File: config.mk
export PLATFORM = sky130hd
export DESIGN_NAME = pulse_gen_prog
export DESIGN_NICKNAME = d
export VERILOG_FILES = /design/src/rtl/pulse_gen_prog.sv
export SDC_FILE = /design/constraint.sdc
export NUM_CORES = 1
export LEC_CHECK = 0
export ABC_AREA = 1
export BUFFER_PORTS_ARGS = -buffer_cell sky130_fd_sc_hd__buf_2
export CORE_ASPECT_RATIO = 1.1
export CORE_MARGIN = 2
export CORE_UTILIZATION = 40
export CTS_CLUSTER_DIAMETER = 200
export CTS_CLUSTER_SIZE = 20
export DETAILED_ROUTE_END_ITERATION = 8
export HOLD_SLACK_MARGIN = 0.15
export SYNTH_ARGS = -nofsm -noshare
export SYNTH_HDL_FRONTEND = slang
export SYNTH_SLANG_ARGS = --single-unit
export TNS_END_PERCENT = 1
File: constraint.sdc
create_clock -name clk -period 4.26 [get_ports clk]
set_clock_uncertainty 0.15 [all_clocks]
set_input_delay 0 -clock clk [delete_from_list [all_inputs] [get_ports clk]]
set_output_delay 0 -clock clk [all_outputs]
set_load 0.1 [all_outputs]
File: src/rtl/pulse_gen_prog.sv
// Programmable tick / pulse generator.
// Produces a single-cycle tick at the start of every period and a pulse of
// programmable width that begins with the tick. Runs either as a free-running
// clock-enable (periodic) or as a start-triggered one-shot. Period, width and
// mode are only taken from the inputs while disabled or at period boundaries,
// so changing them mid-period never shortens or glitches the current period.
module pulse_gen_prog #(
   parameter int CNT_W       = 8,
   parameter int DEFAULT_DIV = 4
) (
   input  logic             clk,
   input  logic             rst,
   input  logic             en,
   input  logic             mode,
   input  logic             start,
   input  logic [CNT_W-1:0] div,
   input  logic [CNT_W-1:0] width,
   output logic             tick,
   output logic             pulse,
   output logic             busy,
   output logic [CNT_W-1:0] cnt_o
);

   localparam logic [CNT_W-1:0] ONE     = CNT_W'(1);
   localparam logic [CNT_W-1:0] DIV_RST = CNT_W'(DEFAULT_DIV);

   typedef enum logic {
      S_IDLE = 1'b0,
      S_RUN  = 1'b1
   } state_t;

   // A programmed period of 0 behaves as a period of 1.
   function automatic logic [CNT_W-1:0] eff_period(input logic [CNT_W-1:0] d);
      return (d == '0) ? ONE : d;
   endfunction

   // Pulse width is clamped to the period so W >= P gives a solid high.
   function automatic logic [CNT_W-1:0] eff_width(input logic [CNT_W-1:0] w,
                                                  input logic [CNT_W-1:0] p);
      return (w < p) ? w : p;
   endfunction

   state_t           state_q, state_d;
   logic [CNT_W-1:0] cnt_q, cnt_d;
   logic [CNT_W-1:0] div_q, div_d;
   logic [CNT_W-1:0] width_q, width_d;
   logic             mode_q, mode_d;
   logic             wrapped_q, wrapped_d;
   logic             tick_q, tick_d;
   logic             pulse_q, pulse_d;
   logic             busy_q, busy_d;
   logic             at_end;

   // Last cycle of the current period (cnt has reached P-1).
   assign at_end = (cnt_q == (eff_period(div_q) - ONE));

   // State register; reset overrides enable and start.
   always_ff @(posedge clk) begin
      if (!rst) begin
         state_q   <= S_IDLE;
         cnt_q     <= '0;
         div_q     <= DIV_RST;
         width_q   <= '0;
         mode_q    <= 1'b0;
         wrapped_q <= 1'b0;
         tick_q    <= 1'b0;
         pulse_q   <= 1'b0;
         busy_q    <= 1'b0;
      end else begin
         state_q   <= state_d;
         cnt_q     <= cnt_d;
         div_q     <= div_d;
         width_q   <= width_d;
         mode_q    <= mode_d;
         wrapped_q <= wrapped_d;
         tick_q    <= tick_d;
         pulse_q   <= pulse_d;
         busy_q    <= busy_d;
      end
   end

   // Next-state and registered-output logic for idle, periodic and one-shot operation.
   always_comb begin
      state_d   = state_q;
      cnt_d     = cnt_q;
      div_d     = div_q;
      width_d   = width_q;
      mode_d    = mode_q;
      wrapped_d = wrapped_q;
      tick_d    = 1'b0;
      pulse_d   = 1'b0;
      busy_d    = 1'b0;

      if (!en) begin
         // Disabled: clear the phase and accept new configuration.
         state_d   = S_IDLE;
         cnt_d     = '0;
         wrapped_d = 1'b0;
         mode_d    = mode;
         div_d     = div;
         width_d   = width;
      end else if (!mode_q) begin
         // Periodic: count 0..P-1, reloading configuration at each wrap.
         state_d = S_IDLE;
         busy_d  = 1'b1;
         if (at_end) begin
            cnt_d     = '0;
            wrapped_d = 1'b1;
            div_d     = div;
            width_d   = width;
            tick_d    = 1'b1;
         end else begin
            cnt_d = cnt_q + ONE;
         end
         pulse_d = wrapped_d && (cnt_d < eff_width(width_d, eff_period(div_d)));
      end else begin
         // One-shot: a start in IDLE launches exactly one period.
         wrapped_d = 1'b0;
         unique case (state_q)
            S_IDLE: begin
               cnt_d = '0;
               if (start) begin
                  state_d = S_RUN;
                  div_d   = div;
                  width_d = width;
                  tick_d  = 1'b1;
                  busy_d  = 1'b1;
               end
            end
            S_RUN: begin
               if (at_end) begin
                  state_d = S_IDLE;
                  cnt_d   = '0;
               end else begin
                  cnt_d  = cnt_q + ONE;
                  busy_d = 1'b1;
               end
            end
            default: begin
               state_d = S_IDLE;
               cnt_d   = '0;
            end
         endcase
         pulse_d = (state_d == S_RUN) &&
                   (cnt_d < eff_width(width_d, eff_period(div_d)));
      end
   end

   assign tick  = tick_q;
   assign pulse = pulse_q;
   assign busy  = busy_q;
   assign cnt_o = cnt_q;

endmodule

==> impl_metrics.prom <==
# TYPE chip_impl_metric gauge
chip_impl_info{name="outcome",value="finished, violations left"} 1
chip_impl_info{name="failed_checks",value="setup timing"} 1
chip_impl_metric{name="design_power_total",unit="mW"} 1.11
chip_impl_metric{name="globalRouteOverflowTotal",unit=""} 0
chip_impl_metric{name="holdPathStages",unit=""} 4
chip_impl_metric{name="first_pass_iters",unit=""} 5
chip_impl_metric{name="synth_cells",unit=""} 463
chip_impl_info{name="critical_path.slowest_cell",value="sky130_fd_sc_hd__dfxtp_4"} 1
chip_impl_metric{name="worstPathArrival",unit="ns"} 4.38
chip_impl_metric{name="final_hold_viol_count",unit=""} 0
chip_impl_metric{name="static-leakage-power",unit="nW"} 2.04
chip_impl_metric{name="detailedPlace.worstSlack",unit="ns"} -0.169
chip_impl_metric{name="fillCellCount",unit=""} 696
chip_impl_info{name="worstSetupEndpointType",value="flop"} 1
chip_impl_metric{name="final_cells",unit=""} 644
chip_impl_info{name="class_of_the_tightest_hold_or_removal_check",value="in2reg"} 1
chip_impl_metric{name="dpl.cell_count",unit=""} 603
chip_impl_metric{name="dpl.hpwl",unit="um"} 7280
chip_impl_metric{name="detail_route.drc_violations",unit=""} 0
chip_impl_metric{name="detail_route.iter0.violations",unit=""} 277
chip_impl_metric{name="globalplace.congestion",unit=""} 0.916
chip_impl_info{name="cts.root.buffer_cell",value="sky130_fd_sc_hd__clkbuf_8"} 1
chip_impl_metric{name="fin_hold_ws",unit="ns"} 0.300
chip_impl_metric{name="area_delta_synth_final",unit="%"} 38.4
chip_impl_metric{name="vias",unit=""} 3357
chip_impl_metric{name="critical-path-max-stage-delay",unit="ns"} 0.36
chip_impl_metric{name="maxSlewHeadroom",unit="%"} 50.0
chip_impl_metric{name="synth_cell_types",unit=""} 35
chip_impl_metric{name="setup-violations-final",unit=""} 1
chip_impl_metric{name="pin_count_of_the_biggest_net_entering_global_routing",unit=""} 17
chip_impl_metric{name="global_route_wire_length_before_repair",unit="um"} 14900
chip_impl_metric{name="wl",unit="um"} 9470
chip_impl_metric{name="floorplan.die.height",unit="um"} 92.2
chip_impl_metric{name="timing_worst_slew_pin_value",unit="ns"} 0.747
chip_impl_metric{name="postLayoutCoreUtil",unit="%"} 56.5
chip_impl_metric{name="power.density",unit="mW/mm2"} 284
chip_impl_metric{name="fin_ws",unit="ns"} -0.0231
chip_impl_info{name="crit_type",value="reg2reg"} 1
chip_impl_metric{name="detail_route.vias_per_cell",unit=""} 5.21
chip_impl_metric{name="die_area",unit="mm2"} 0.00776
chip_impl_metric{name="critPathRequiredTime",unit="ns"} 4.35
chip_impl_metric{name="cts_made_buffers",unit=""} 5
chip_impl_metric{name="die-width",unit="um"} 84.2
chip_impl_metric{name="nets",unit=""} 609
chip_impl_metric{name="share_of_the_yosys_chip_area_belonging_to_registers",unit="%"} 21.2
chip_impl_metric{name="routed_wire_length_per_instance",unit="um"} 14.7
chip_impl_info{name="cts_tree",value="yes"} 1
chip_impl_metric{name="cts_max_level",unit=""} 2
chip_impl_metric{name="maxClockFrequency",unit="MHz"} 233
chip_impl_metric{name="synthesis.area",unit="mm2"} 0.00283
chip_impl_metric{name="drive_above_1_share",unit="%"} 25.9
chip_impl_metric{name="grt_antenna_before_repair",unit=""} 0
chip_impl_metric{name="critical_path_peak_fanout",unit=""} 8
chip_impl_metric{name="syn-mean-instance-area",unit="um2"} 6.11
chip_impl_metric{name="timing_max_transition_violations_final",unit=""} 0
chip_impl_metric{name="worst_setup_hold_path_clk_slew",unit="ns"} 0.07
chip_impl_metric{name="max_cap_violations",unit=""} 0
chip_impl_metric{name="peakVddDrop",unit="V"} 0.000160
chip_impl_info{name="timing.critical_path.from_type",value="flop"} 1
chip_impl_metric{name="design.core.area",unit="mm2"} 0.00693
chip_impl_metric{name="yosys_register_bits",unit=""} 30
chip_impl_metric{name="portBuffers",unit=""} 31
chip_impl_metric{name="rows",unit=""} 32
chip_impl_metric{name="num_antenna_cells",unit=""} 0
chip_impl_metric{name="pin_count",unit=""} 32
chip_impl_metric{name="later_pin_clock_latency_in_the_skew_report",unit="ns"} 0.29
chip_impl_metric{name="cts-root-to-sink-buffers",unit=""} 2
chip_impl_metric{name="floorplan.initialDensity",unit="%"} 40.8
chip_impl_metric{name="r2r.worst_path.cells",unit=""} 28
chip_impl_metric{name="antenna_violating_nets_post_route",unit=""} 0
chip_impl_metric{name="grt_pass1_vias",unit=""} 3118
chip_impl_metric{name="min_period",unit="ns"} 4.28
chip_impl_metric{name="fin_crit_sh",unit="%"} 101
chip_impl_info{name="grt_setup_unrepaired",value="yes"} 1
chip_impl_metric{name="grt_use_total",unit="%"} 24.1
chip_impl_metric{name="synthesis.yosys.warnings",unit=""} 0
chip_impl_metric{name="mappedNetlistNets",unit=""} 514
chip_impl_metric{name="clkSinkCount",unit=""} 30
## layout by cell type, fill, tap and decap left out, types with 8 or more instances in the layout
cell type,instances
sky130_fd_sc_hd__nor2_1,29
sky130_fd_sc_hd__buf_2,31
sky130_fd_sc_hd__a21oi_1,9
sky130_fd_sc_hd__ha_1,24
sky130_fd_sc_hd__nand3_1,27
sky130_fd_sc_hd__o21ai_0,36
sky130_fd_sc_hd__dlygate4sd3_1,21
sky130_fd_sc_hd__a22oi_1,9
sky130_fd_sc_hd__dfxtp_1,25
sky130_fd_sc_hd__buf_4,42
sky130_fd_sc_hd__nand2_1,125
sky130_fd_sc_hd__nand2_2,14
sky130_fd_sc_hd__inv_1,69
sky130_fd_sc_hd__inv_2,8
## cells by family (layout without fill, tap and decap cells)
| kind of cell | count (synthesis) | after routing | synth area share (%) |
|---|---|---|---|
| xor gates and xnor gates | 6 | 6 | 1.86 |
| adders and majority gates | 30 | 30 | 13.3 |
| buffers and inverters | 90 | 184 | 12.4 |
| DFF | 30 | 30 | 21.2 |
| AOI/OAI and AO/OA | 88 | 88 | 18.2 |
| and+or+nand+nor | 219 | 221 | 33.1 |
## area by class of cell
| class | count | area, um2 | area share (%) |
|---|---|---|---|
| clock inverter | 2 | 12.5 | 0.320 |
| timing repair buffer | 97 | 723 | 18.5 |
| multi-input combinational | 345 | 2080 | 53.2 |
| sequential | 30 | 609 | 15.6 |
| clock buffer | 6 | 82.6 | 2.11 |
| tap | 85 | 106 | 2.72 |
| inverter | 79 | 297 | 7.57 |
## cells in the mapped netlist, drive strengths merged
master	instances	share of area, %
a2111oi	1	0.31
a31oi	1	0.22
o221ai	7	2.2
a21oi	11	1.9
a211oi	3	0.80
nand3	27	4.8
o211ai	1	0.27
nor2	37	5.4
nand2	140	19
o21a	1	0.27
ha	30	13
inv	77	10
xor2	4	1.2
buf	5	1.1
or2	1	0.22
nand4	5	1.1
o22ai	1	0.22
xnor2	2	0.62
nor3	7	1.6
clkinv	2	0.27
dfxtp	30	21
o21bai	1	0.27
a22oi	9	2.4
nand3b	2	0.53
o21ai	52	9.3
clkbuf	6	0.80
## what timing repair did
action | in CTS | in global routing
cloned | 2 | 0
setup buffers | 1 | 9
hold buffers | 21 | 0
gates resized for setup | 5 | 40
pin swaps | 6 | 24
hold endpoints to repair | 25 | 0
endpoints found under the setup margin | 1 | 1
## worst paths after layout
check             startpoint         to  slack [ns]
setup reg to reg    div_q[2]      pulse       -0.02
hold reg to reg    wrapped_q  wrapped_q        0.44
hold / removal          mode     mode_q        0.30
setup / recovery    div_q[2]      pulse       -0.02
## worst max-delay path: cells and delay by family, from the launching register on
kind,cells,cell delay (ns)
DFF,1,0.36
buffers and inverters,2,0.23
AOI/OAI and AO/OA,6,1.16
adders and majority gates,3,0.70
and+or+nand+nor,17,1.61
## per-stage QoR
stage,setup TNS (ns),instance area [um2]
6_report,-0.0231,3920
5_1_grt,-0.270,3920
4_1_cts,0,3700
3_5_place_dp,-0.169,3370
3_3_place_gp,-0.000184,3370
2_1_floorplan,-0.170,2930
## sequential cells by signal (all words and copies together), names as in the netlist
| signal | cells |
|---|---|
| width_q | 8 |
| mode_q | 1 |
| div_q | 8 |
| wrapped_q | 1 |
| state_q | 1 |
| busy | 1 |
| cnt_o | 8 |
| pulse | 1 |
| tick | 1 |
## layer usage
layer / GRT usage, % / vias up / part of all wire, %
met5: 0 / - / 0
met4: 10.8 / 0 / 3.6
met3: 2.88 / 37 / 4.9
met2: 41.3 / 114 / 49
met1: 30.2 / 1509 / 43
li1: - / 1697 / -
## report_power, final
part	total (mW)	internal (mW)	switching, mW
combinational	0.554	0.224	0.329
clock	0.253	0.130	0.123
sequential	0.306	0.296	0.0100
Note: power is estimated with default switching activity, not from simulation.
